`src/rtl/chameleon_spi_flash_writer.sv`:
```
// Programs a source-buffer byte range into SPI NOR flash, page by page, polling status after each page.
// Optional sector erase before each 4 KB sector: define CHAMELEON_SPI_FLASH_WRITER_ERASE_EN.
module chameleon_spi_flash_writer #(
  parameter int unsigned a_bits     = 14,
  parameter int unsigned poll_limit = 65535
) (
  input  logic              clk,
  input  logic              reset_n,
  input  logic [3:0]        slot,
  input  logic              start,
  input  logic [a_bits-1:0] start_addr,
  input  logic [19:0]       flash_offset,
  input  logic [15:0]       amount,
  output logic              busy,
  output logic              error,
  output logic              cs_n,
  output logic              spi_req,
  input  logic              spi_ack,
  output logic [7:0]        spi_d,
  input  logic [7:0]        spi_q,
  output logic              req,
  input  logic              ack,
  output logic [a_bits-1:0] a,
  input  logic [7:0]        q
);

  localparam int unsigned pc_w = (poll_limit > 1) ? $clog2(poll_limit) : 1;

`ifdef CHAMELEON_SPI_FLASH_WRITER_ERASE_EN
  localparam bit erase_en = 1'b1;
`else
  localparam bit erase_en = 1'b0;
`endif

  typedef enum logic [3:0] {
    S_IDLE, S_GAP, S_CS_ON, S_WREN, S_ER_CMD, S_ER_ADDR, S_PP_CMD,
    S_PP_ADDR, S_FETCH, S_PP_DATA, S_SR_CMD, S_SR_POLL, S_NEXT
  } state_t;

  state_t            state;
  state_t            resume;
  logic [1:0]        idx;
  logic              spi_pend;
  logic              fetch_pend;
  logic [a_bits-1:0] src;
  logic [23:0]       fa;
  logic [15:0]       cnt;
  logic [7:0]        data;
  logic [pc_w-1:0]   poll_cnt;
  logic              er_phase;

  logic              spi_done_c;
  logic              fetch_done_c;
  logic              spi_state_c;
  logic [7:0]        tx_byte_c;
  logic [7:0]        pp_byte_c;
  logic [7:0]        er_byte_c;
  logic              unused_spi_q_c;

  assign spi_done_c     = spi_pend && (spi_ack == spi_req);
  assign fetch_done_c   = fetch_pend && (ack == req);
  assign unused_spi_q_c = ^spi_q[7:1];

  // Address bytes, MSB first; erase addresses are 4 KB aligned
  assign pp_byte_c = (idx == 2'd0) ? fa[23:16] : (idx == 2'd1) ? fa[15:8] : fa[7:0];
  assign er_byte_c = (idx == 2'd0) ? fa[23:16] : (idx == 2'd1) ? {fa[15:12], 4'h0} : 8'h00;

  // Byte shifted out by each SPI-issuing state
  always_comb begin
    spi_state_c = 1'b1;
    tx_byte_c   = 8'h00;
    case (state)
      S_WREN:    tx_byte_c = 8'h06;
      S_ER_CMD:  tx_byte_c = 8'h20;
      S_ER_ADDR: tx_byte_c = er_byte_c;
      S_PP_CMD:  tx_byte_c = 8'h02;
      S_PP_ADDR: tx_byte_c = pp_byte_c;
      S_PP_DATA: tx_byte_c = data;
      S_SR_CMD:  tx_byte_c = 8'h05;
      S_SR_POLL: tx_byte_c = 8'hFF;
      default:   spi_state_c = 1'b0;
    endcase
  end

  always_ff @(posedge clk or negedge reset_n) begin
    if (!reset_n) begin
      state      <= S_IDLE;
      resume     <= S_IDLE;
      busy       <= 1'b0;
      error      <= 1'b0;
      cs_n       <= 1'b1;
      spi_req    <= 1'b0;
      spi_d      <= 8'h00;
      req        <= 1'b0;
      a          <= '0;
      idx        <= 2'd0;
      spi_pend   <= 1'b0;
      fetch_pend <= 1'b0;
      src        <= '0;
      fa         <= 24'h000000;
      cnt        <= 16'h0000;
      data       <= 8'h00;
      poll_cnt   <= '0;
      er_phase   <= 1'b0;
    end else begin
      // Launch one SPI byte on entry to any byte state; the case below reacts to its ack
      if (spi_state_c && !spi_pend) begin
        spi_d    <= tx_byte_c;
        spi_req  <= ~spi_req;
        spi_pend <= 1'b1;
      end
      if (spi_done_c) spi_pend <= 1'b0;

      case (state)
        S_IDLE: begin
          if (start) begin
            src   <= start_addr;
            fa    <= {slot, flash_offset};
            cnt   <= amount;
            error <= 1'b0;
            if (amount != 16'h0000) begin
              busy     <= 1'b1;
              er_phase <= erase_en;
              resume   <= S_WREN;
              state    <= S_CS_ON;
            end
          end
        end
        S_GAP: state <= S_CS_ON;
        S_CS_ON: begin
          cs_n  <= 1'b0;
          state <= resume;
        end
        S_WREN: begin
          if (spi_done_c) begin
            cs_n   <= 1'b1;
            resume <= er_phase ? S_ER_CMD : S_PP_CMD;
            state  <= S_GAP;
          end
        end
        S_ER_CMD: begin
          if (spi_done_c) begin
            idx   <= 2'd0;
            state <= S_ER_ADDR;
          end
        end
        S_ER_ADDR: begin
          if (spi_done_c) begin
            if (idx == 2'd2) begin
              cs_n   <= 1'b1;
              resume <= S_SR_CMD;
              state  <= S_GAP;
            end else begin
              idx <= idx + 2'd1;
            end
          end
        end
        S_PP_CMD: begin
          if (spi_done_c) begin
            idx   <= 2'd0;
            state <= S_PP_ADDR;
          end
        end
        S_PP_ADDR: begin
          if (spi_done_c) begin
            if (idx == 2'd2) state <= S_FETCH;
            else             idx   <= idx + 2'd1;
          end
        end
        S_FETCH: begin
          if (!fetch_pend) begin
            a          <= src;
            req        <= ~req;
            fetch_pend <= 1'b1;
          end else if (fetch_done_c) begin
            data       <= q;
            fetch_pend <= 1'b0;
            state      <= S_PP_DATA;
          end
        end
        S_PP_DATA: begin
          if (spi_done_c) begin
            src <= src + a_bits'(1);
            fa  <= fa + 24'd1;
            cnt <= cnt - 16'd1;
            // Page ends on the last byte or when the low address byte wraps
            if (cnt == 16'd1 || fa[7:0] == 8'hFF) begin
              cs_n   <= 1'b1;
              resume <= S_SR_CMD;
              state  <= S_GAP;
            end else begin
              state <= S_FETCH;
            end
          end
        end
        S_SR_CMD: begin
          if (spi_done_c) begin
            poll_cnt <= '0;
            state    <= S_SR_POLL;
          end
        end
        S_SR_POLL: begin
          if (spi_done_c) begin
            if (!spi_q[0]) begin
              cs_n  <= 1'b1;
              state <= S_NEXT;
            end else if (poll_cnt == pc_w'(poll_limit - 1)) begin
              cs_n  <= 1'b1;
              error <= 1'b1;
              busy  <= 1'b0;
              state <= S_IDLE;
            end else begin
              poll_cnt <= poll_cnt + pc_w'(1);
            end
          end
        end
        S_NEXT: begin
          if (er_phase) begin
            er_phase <= 1'b0;
            resume   <= S_WREN;
            state    <= S_CS_ON;
          end else if (cnt == 16'h0000) begin
            busy  <= 1'b0;
            state <= S_IDLE;
          end else begin
            er_phase <= erase_en && (fa[11:0] == 12'h000);
            resume   <= S_WREN;
            state    <= S_CS_ON;
          end
        end
        default: state <= S_IDLE;
      endcase
    end
  end

endmodule
```
`config.mk`:
```
export PLATFORM = sky130hd
export DESIGN_NAME = chameleon_spi_flash_writer
export DESIGN_NICKNAME = d
export VERILOG_FILES = /design/src/rtl/chameleon_spi_flash_writer.sv
export SDC_FILE = /design/constraint.sdc
export NUM_CORES = 1
export LEC_CHECK = 0
export ABC_CLOCK_PERIOD_IN_PS = 1800
export BUFFER_PORTS_ARGS = -buffer_cell sky130_fd_sc_hd__buf_2
export CAP_MARGIN = 20
export CORE_MARGIN = 3
export CORE_UTILIZATION = 45
export DETAILED_ROUTE_END_ITERATION = 12
export GPL_ROUTABILITY_DRIVEN = 0
export PLACE_DENSITY_LB_ADDON = 0.15
export SLEW_MARGIN = 0
export SYNTH_ARGS = -nofsm -noshare
export SYNTH_HDL_FRONTEND = slang
export SYNTH_SLANG_ARGS = --single-unit
```
`constraint.sdc`:
```
create_clock -name clk -period 1.8 [get_ports clk]
set_input_delay 0.36 -clock clk [delete_from_list [all_inputs] [get_ports clk]]
set_output_delay 0.36 -clock clk [all_outputs]
set_load 0.1 [all_outputs]
```
---- Word-level counts from Yosys, hierarchy flattened ----
Cells that the tools add are included.
word-level totals
  bits in registers ....................... 118
  latch bits .............................. 0
  memory bits (writable) .................. 0
  bits in read-only memories .............. 0
  bits of input ports ..................... 75
  logic and storage cells ................. 185
  memories ................................ 0
operators by class
  add/subtract/negate cells ............... 5
  multiply operators ...................... 0
  div/mod/pow operators ................... 0
  magnitude comparators ................... 0
  equal/unequal tests ..................... 44
  shift operators ......................... 0
  mux-type cells .......................... 83
  bitwise gates (word level) .............. 3
  reduce and logical (&&, ||, !) cells .... 32
operator list
  cell                   number
  $mux 4                 26
  $mux 16                6
  $pmux 16 s2            2
  $pmux 8 s8             1
  $pmux 4 s13            1
  $mux 24                2
  $pmux 24 s2            1
  $ne 2x2->1 const B     21
  $mux 8                 4
  $mux 14                2
  $pmux 14 s2            1
  $mux 1                 25
  $add 24x1->24 const B  1
  $eq 4x4->1 const B     5
  $pmux 4 s5             1
  $add 16x1->16 const B  1
  $eq 16x1->1 const B    1
  $eq 16x16->1 const B   1
  $eq 4x3->1 const B     4
  $logic_not 16->1       1
  $reduce_and 8->1       2
  $reduce_bool 16->1     1
  $sub 16x1->16 const B  1
  $reduce_and 15->1      1
  other kinds (31)       55

---- Longest topological paths before layout ----
Gate-level depths: netlist of run 1.
  depth after elaboration ................. 6
  depth in mapped cells ................... 9
  mapped depth without buffers ............ 7

---- Least setup slack after synthesis of run 1 ----
Ideal clock, no wire load.
  kind .................................... register to register
  start ................................... register spi_req
  end ..................................... register state[1]
  setup time .............................. 0.125 ns
  arrival time ............................ 2.328 ns
  required time ........................... 1.675 ns
  path slack .............................. -0.653 ns
  stages on the path, launching flop included .. 7
  path buffers ............................ 1
  cells stage by stage .................... dfrtp_1 > xnor2_1 > buf_2 > a311oi_1 > a211oi_1 > nand4_4 > mux2_2
between the ends
  cells in the longest elaborated chain, start to end .. 4
  elaborated cells on any way between the ends .. 11
ends and longest elaborated chain
  element                        line  text
  start, declared                17    output logic spi_req,
  start signal, assigned         109   spi_req <= ~spi_req;
  $eq 1x1->1 *                   60    assign spi_done_c = spi_pend && (spi_ack == spi_req);
  $logic_and 1x1->1 *            60
  $ne 2x2->1 (no line)           --
  $reduce_and 15->1 (no line) *  --
  end signal, assigned           132   state <= resume;
  end, declared                  40    state_t state;
Every way passes the cells marked *; elsewhere a longest branch is shown, timed or not.
A chain may end at the register's enable or synchronous reset.

---- Final worst setup path of run 1 ----
  start ................................... register state[2]
  end ..................................... register state[1]
between the ends
  cells in the longest elaborated chain, start to end .. 3
  elaborated cells on any way between the ends .. 30
ends and longest elaborated chain
  element                                             line  text
  $eq 4x4->1, or another cell as far along            114   case (state)
  $ne 3x3->1 (no line) or $ne 2x2->1 (tied branches)  --
  $reduce_and 15->1 (no line)                         --
Parallel ways exist; a longest one is shown, timed or not.

==> flow_summary.toml, run 1 <==
[outcome]
outcome = "complete, but fails checks"
violated_checks = "setup timing"

[timing]
rsz0062_at_grt = "true"
final_period_utilization = 1.122
clock_skew_ns = 0.009644
tightest_slew_ns = 0.4938
achievable-frequency_mhz = 495.3
maxSlewViolCount = 0
finalWorstPathRequiredPeriod_ns = 2.019
timing.setup.tns_ns = -7.013
slew-limit-headroom = 0.6730
postLayoutSetupSlackWorst_ns = -0.2189
setup_viol = 87
timing_hold_violations_final = 0

[global_routing]
globalRoute.totalOverflow = 0
use_met1 = 0.3619
global_route.peak_usage_layer = "met2"
gr-usage-met2 = 0.4440
first_global_vias = 7214
number_of_antenna_violations_at_the_first_check_in_global_routing = 0
grt_util_met3 = 0.06829
grt_pass1_wl_microns = 36720
grt_max_degree = 44
grtUsageTotal = 0.2746

[pwr]
power.switching_fraction = 0.4626
power.static_leakage_nw = 4.697
vdd_ir_drop_max_mv = 1.557
p_seq_frac = 0.228
power_frac_clock = 0.162
power_frac_comb = 0.610
p_int_mw = 11.58
power.density_nw_per_um2 = 1965
net-switching-power_mw = 9.973
overall_power_mw = 21.56

[synth]
yosys_most_used_dff = "dfrtp_1"
syn_inst = 778
synthDominantCellAreaShare = 0.4155
synthTopCellsByArea = "dfrtp_1, a21oi_1, mux2_2, o21ai_0, nor2_1"
netlist-cell-type-count = 75
seq_area_frac_synth = 0.4193
mappedNetlistNets = 862
synth.largest_area_cell = "dfrtp_1"
synth_enable_flop_cells = 0
ys_ff_latch = 117
synth.cell_area_sq_um = 6985
synthesis.area_per_instance_sq_um = 8.979
yosysWarnings = 0
synthArstFlopShare = 1.000

[floorplanning]
num_rows = 44
io_pins = 102
dieArea_sq_um = 17050
die_y_microns = 130.6
core_area_sq_um = 14860
initial_core_utilization = 0.4699
die_w_microns = 130.6

[clocking]
cts_root_buffer = "clkbuf_16"
htreeDepth = 4
clockBufferDepth = 2
tritoncts_sink_count = 117
clock_insertion_delay_worst_skew_ns = 0.43
clkSlewWorstSetupHoldPaths_ns = 0.05
clock_tree_from_tritoncts = "built"
tritoncts.num_buffers = 17

[worst_setup_path]
regToRegStartpoint = "state[2]$_DFFE_PN0P_"
worstPathArrival_ns = 2.33
critical_path.reg2reg.endpoint = "state[1]$_DFFE_PN0P_"
crit_path_start_kind = "flip-flop"
critical_path.max_fanout = 7
worstSetupEndpointType = "flip-flop"
setup.reg_to_reg.worst_slack_ns = -0.22
cp.required_ns = 2.11
worst_path_class_setup = "flip-flop to flip-flop"
ff2ff_path_depth = 8

[hold_path]
hold_class = "input pin to flip-flop"
startpoint_of_the_worst_hold_path = "q[0]"
worstHoldEndpoint = "data[0]$_DFFE_PN0P_"
hold_depth = 2

[routing]
detail_route.wl_per_cell_microns = 20.43
detail_route.first_pass.iterations = 6
routed-via-count = 7773
drt-vias-per-instance = 6.164
drt-total-wl_microns = 25770
post-route-drc-count = 0
initialDrtViolationCount = 879
ant_nets = 0

[place]
port_buffers = 94
place.detailed.instances = 1174
place.detailed.hpwl_microns = 15800

[finish]
fin_cells = 1261
fraction_of_final_layout_cells_sized_beyond_drive_strength_1 = 0.4777
area_delta_synth_final_pct = 57.07
finalNetCount = 1147
finish.utilization = 0.7381

[run]
cap_violations = 0
how the worst max path moves through the flow:
stage | start | to | cells after the start
floorplan | spi_req$_DFFE_PN0P_ | resume[0]$_DFFE_PN0P_ | 6
global placement | spi_ack | state[1]$_DFFE_PN0P_ | 8
detailed placement | state[2]$_DFFE_PN0P_ | resume[3]$_DFFE_PN0P_ | 5
CTS | state[0]$_DFFE_PN0P_ | resume[3]$_DFFE_PN0P_ | 7
global route | state[2]$_DFFE_PN0P_ | src[11]$_DFFE_PN0P_ | 8
finish | state[2]$_DFFE_PN0P_ | state[1]$_DFFE_PN0P_ | 8
state kept, by name, indices dropped and copies added (netlist names):
signal / count
a: 14
busy: 1
cnt: 16
cs_n: 1
data: 8
error: 1
fa: 24
fetch_pend: 1
idx: 2
poll_cnt: 16
req: 1
resume: 4
spi_d: 8
spi_pend: 1
spi_req: 1
src: 14
state: 4
layout make-up:
class,count,area [sq um]
Antenna cell,1,2.502
Clock buffer,23,467.9
Clock inverter,9,126.4
Fill cell,981,3892
Inverter,18,67.56
Multi-Input combinational cell,588,4522
Sequential cell,117,2939
Tap cell,184,230.2
Timing Repair Buffer,321,2616
metal layers:
layer	part of all wire	vias up
li1	-	3508
met1	0.40	3770
met2	0.48	404
met3	0.082	91
met4	0.036	0
met5	0	-
per-stage QoR:
stage	worst slack (ns)	hold WS, ns	area [sq um]
6_report	-0.2189	0.1603	10970
5_1_grt	-0.2178	0.1545	10970
4_1_cts	-0.09749	0.1519	10160
3_5_place_dp	-0.2246	0.2825	8977
3_3_place_gp	-0.1898	0.2853	8977
2_1_floorplan	-0.2447	0.06441	7068
power by group through the flow:
stage	clock, mW	sequential, mW	combinational [mW]
finish	3.49	4.92	13.1
global route	3.65	5.04	13.8
CTS	3.51	4.80	11.4
detailed placement	0	4.77	10.3
global placement	0	4.70	10.1
floorplan	0	6.70	4.61
cells in the final DEF, fill, tap and decap left out, types with 24 or more instances in the layout:
cell	count
nor2_1	51
buf_2	94
buf_4	174
nand4_1	24
a21oi_1	66
nand2_1	54
buf_6	25
nand3_1	29
dfrtp_1	110
o21ai_0	31
a21oi_2	24
synth_stat cells, types with 3 or more instances:
cell type and count:
nand4_2 3, nand4_1 24, nor4_1 9, xnor2_1 13, a21oi_1 91, a2111oi_0 4
a2bb2oi_1 6, buf_2 26, and2_1 3, clkbuf_1 24, o31a_1 3, nor2b_1 7
nand2b_1 6, nand3_1 35, a21o_1 3, o22a_1 5, mux2i_1 8, a31o_2 3
o21ai_1 3, nor4_2 4, inv_1 18, o21ai_0 55, a31oi_1 8, nor3b_1 3
a211oi_1 6, dfrtp_1 116, and3_1 11, o32ai_1 4, a41o_1 3, ha_1 9
o22ai_1 12, a22oi_1 12, nor3_1 19, nand2_1 56, o211ai_1 10, or3_1 8
and4_1 7, o21a_1 3, mux2_2 27, o31ai_1 4, nor2_1 61, a22o_1 3
worst max-delay path, cell delays in order (launching register included):
cell,delay [ns]
dfrtp_2,0.49
buf_8,0.17
buf_4,0.14
nand3b_1,0.24
a21oi_2,0.22
a211oi_2,0.05
buf_4,0.16
nand4_4,0.12
mux2_4,0.31
logic make-up (layout without fill, tap and decap cells):
kind of cell	after synthesis	in the layout	synth area share
DFF	117	117	0.4193
muxes	35	35	0.05499
xor gates and xnor gates	15	15	0.01881
AOI/OAI and AO/OA	260	260	0.2386
buffers and inverters	73	371	0.04711
and+or+nand+nor	269	269	0.2051
adders and majority gates	9	9	0.01612
other	0	1	0
what timing repair did:
action                     4_1_cts  5_1_grt
setup endpoints to repair      107      102
hold endpoints to repair        18        0
gates cloned                     2        6
pin swaps                       15       28
setup buffers                   26       21
hold buffers                     1        0
gates resized for setup         81      133
Note: power is estimated with default switching activity, not from simulation.
==> inputs of run 2 (changes only) <==
- CORE_UTILIZATION: 45 -> 33
- PLACE_DENSITY: default -> 0.59
- PLACE_DENSITY_LB_ADDON: 0.15 -> default
==> run 2 against run 1 <==
Against the previous run: the run still ends with setup timing left; critical path depth grew 1; register-to-register slack gained 0.05 ns; clock-buffer cell count shrank 6; clock power grew 4%; sequential share of layout area shrank 0.79 points; clock skew grew 0.0061 ns; total power grew 0.57%; final cell count grew 7.1%; via count shrank 4.3%; non-clock buffer count grew 4.
==> flow_summary.toml, run 2 (synthesis gave the netlist of run 1 again) <==
[floorplanning]
dieArea_sq_um = 22950
initial_core_utilization = 0.3408
core_area_sq_um = 20490
io_pins = 102
die_w_microns = 151.5
die_y_microns = 151.5
num_rows = 52

[timing]
achievable-frequency_mhz = 508.7
setup_viol = 82
timing_hold_violations_final = 0
postLayoutSetupSlackWorst_ns = -0.1658
clock_skew_ns = 0.01574
rsz0062_at_grt = "true"
slew-limit-headroom = 0.6761
timing.setup.tns_ns = -4.662
final_period_utilization = 1.092
tightest_slew_ns = 0.4892
finalWorstPathRequiredPeriod_ns = 1.966
maxSlewViolCount = 0

[hold_path]
hold_class = "input pin to flip-flop"

[finish]
n_fill_cell = 1753
most_flop_heavy_register = "fa"
fin_cells = 1351
layout.cells.most_common_list = "buf_4, dfrtp_1, buf_2, a21oi_1, nor2_1"
finalNetCount = 1152
fraction_of_final_layout_cells_sized_beyond_drive_strength_1 = 0.4884
num_antenna_cells = 0
largest_register_ffs = 24
layout_commonest_cell = "buf_4"
area_delta_synth_final_pct = 61.83
largest_registers = "fa x24, cnt x16, poll_cnt x16"

[worst_setup_path]
crit_path_start_kind = "flip-flop"
critical_path.max_fanout = 6
worstSetupEndpointType = "flip-flop"
timing.critical_path.mode_cell = "buf_6"
slowest_delay_ns = 0.45
path_cells = "buf_6 > nor4_4 > buf_4 > buf_6 > a32o_4 > buf_6 > clkbuf_16 > o21ai_2 > mux2i_1"
path_buf_inv = 5
worstPathArrival_ns = 2.30
crit_path_top_delay_cell = "dfrtp_2"
worst_path_class_setup = "flip-flop to flip-flop"
cp.required_ns = 2.14
critical_path.top_delay_family = "buffers and inverters"

[pwr]
power_frac_clock = 0.167
p_int_mw = 11.80
power.static_leakage_nw = 4.769
power_frac_comb = 0.604
overall_power_mw = 21.68
vdd_ir_drop_max_mv = 1.329
power.switching_fraction = 0.4557
p_seq_frac = 0.230
power.density_nw_per_um2 = 1918
net-switching-power_mw = 9.880

[clocking]
htreeDepth = 4
clockBufferDepth = 2
clock_insertion_delay_worst_skew_ns = 0.43
cts_root_buffer = "clkbuf_16"
tritoncts_sink_count = 117
tritoncts.num_buffers = 17
clkSlewWorstSetupHoldPaths_ns = 0.06
clock_tree_from_tritoncts = "built"

[global_routing]
first_global_vias = 6786
grt_pass1_wl_microns = 35020
globalRoute.totalOverflow = 0
grt_max_degree = 45
grtUsageTotal = 0.1919
number_of_antenna_violations_at_the_first_check_in_global_routing = 0

[outcome]
violated_checks = "setup timing"
outcome = "complete, but fails checks"

[routing]
detail_route.wl_per_cell_microns = 18.15
drt-vias-per-instance = 5.506
initialDrtViolationCount = 580
route.layer.met1.wl_microns = 11260
met2_length_microns = 11680
detail_route.first_pass.iterations = 5
ant_nets = 0
drt-total-wl_microns = 24520
met3_length_microns = 1309
dr.max_layer_used = "met4"
post-route-drc-count = 0
routed-via-count = 7439

[place]
port_buffers = 94
place.detailed.hpwl_microns = 15840
preCtsSetupSlack_ns = -0.2429
place.detailed.instances = 1271

[run]
cap_violations = 0
run 2: cell types whose count changed in the layout (fill, tap and decap cells not counted), moves of 4 or more:
| cell | previous run | this run |
|---|---|---|
| inv_6 | 0 | 5 |
| clkbuf_1 | 4 | 0 |
| buf_4 | 174 | 164 |
| clkbuf_16 | 22 | 27 |
| a21oi_1 | 66 | 58 |
| buf_6 | 25 | 35 |
| a21oi_2 | 24 | 31 |
| clkinv_2 | 4 | 0 |
run 2: power by group through the flow:
stage | logic, mW | registers [mW] | clock network [mW]
after floorplan | 4.61 | 6.70 | 0
after global routing | 13.9 | 5.10 | 3.80
after detailed placement | 10.4 | 4.81 | 0
after global placement | 10.3 | 4.80 | 0
after CTS | 10.8 | 4.83 | 3.67
final | 13.1 | 4.98 | 3.62
run 2: through the flow:
stage | area (sq um) | hold WS [ns] | utilization
floorplan | 7068 | 0.06441 | -
global placement | 9229 | 0.2283 | 0.4503
detailed placement | 9229 | 0.2309 | 0.4503
CTS | 10090 | 0.1579 | 0.4922
global route | 11300 | 0.1565 | 0.5516
finish | 11300 | 0.1653 | 0.5516
run 2: metal layers:
layer	vias up	GRT usage
met4	0	0.04358
met5	-	0
met2	226	0.3061
met3	26	0.04075
met1	3655	0.2688
li1	3532	-
run 2: worst reg2reg max path, cell delays in order, from the launching register on:
cell	delay, ns
dfrtp_2	0.45
buf_6	0.14
nor4_4	0.27
buf_4	0.21
buf_6	0.10
a32o_4	0.23
buf_6	0.13
clkbuf_16	0.14
o21ai_2	0.05
mux2i_1	0.17
run 2: area by class of cell:
type | instances | area [sq um] | share of cell area
tap | 270 | 337.8 | 0.02988
inverter | 18 | 67.56 | 0.005977
clock inverter | 15 | 192.7 | 0.01704
sequential | 117 | 2939 | 0.2600
timing repair buffer | 325 | 2784 | 0.2463
multi-input combinational | 589 | 4558 | 0.4032
clock buffer | 17 | 425.4 | 0.03763
run 2: final timing paths:
path | from | end | slack (ns) | cells past startpoint
setup / recovery | state[0]$_DFFE_PN0P_ | cnt[0]$_DFFE_PN0P_ | -0.17 | 9
hold / removal | q[5] | data[5]$_DFFE_PN0P_ | 0.17 | 2
setup reg to reg | state[0]$_DFFE_PN0P_ | cnt[0]$_DFFE_PN0P_ | -0.17 | 9
hold reg to reg | resume[1]$_DFFE_PN0P_ | resume[1]$_DFFE_PN0P_ | 0.47 | 1
max in group asynchronous | reset_n | req$_DFFE_PN0P_ | 0.89 | 3
min in group asynchronous | reset_n | cnt[12]$_DFFE_PN0P_ | 0.33 | 2
run 2: repair_timing:
action,CTS,global route
hold buffers,1,0
gates cloned,0,12
pin swaps,23,53
endpoints found under the setup margin,97,108
endpoints found under the hold margin,8,0
buffers inserted,5,32
resized for setup,52,177
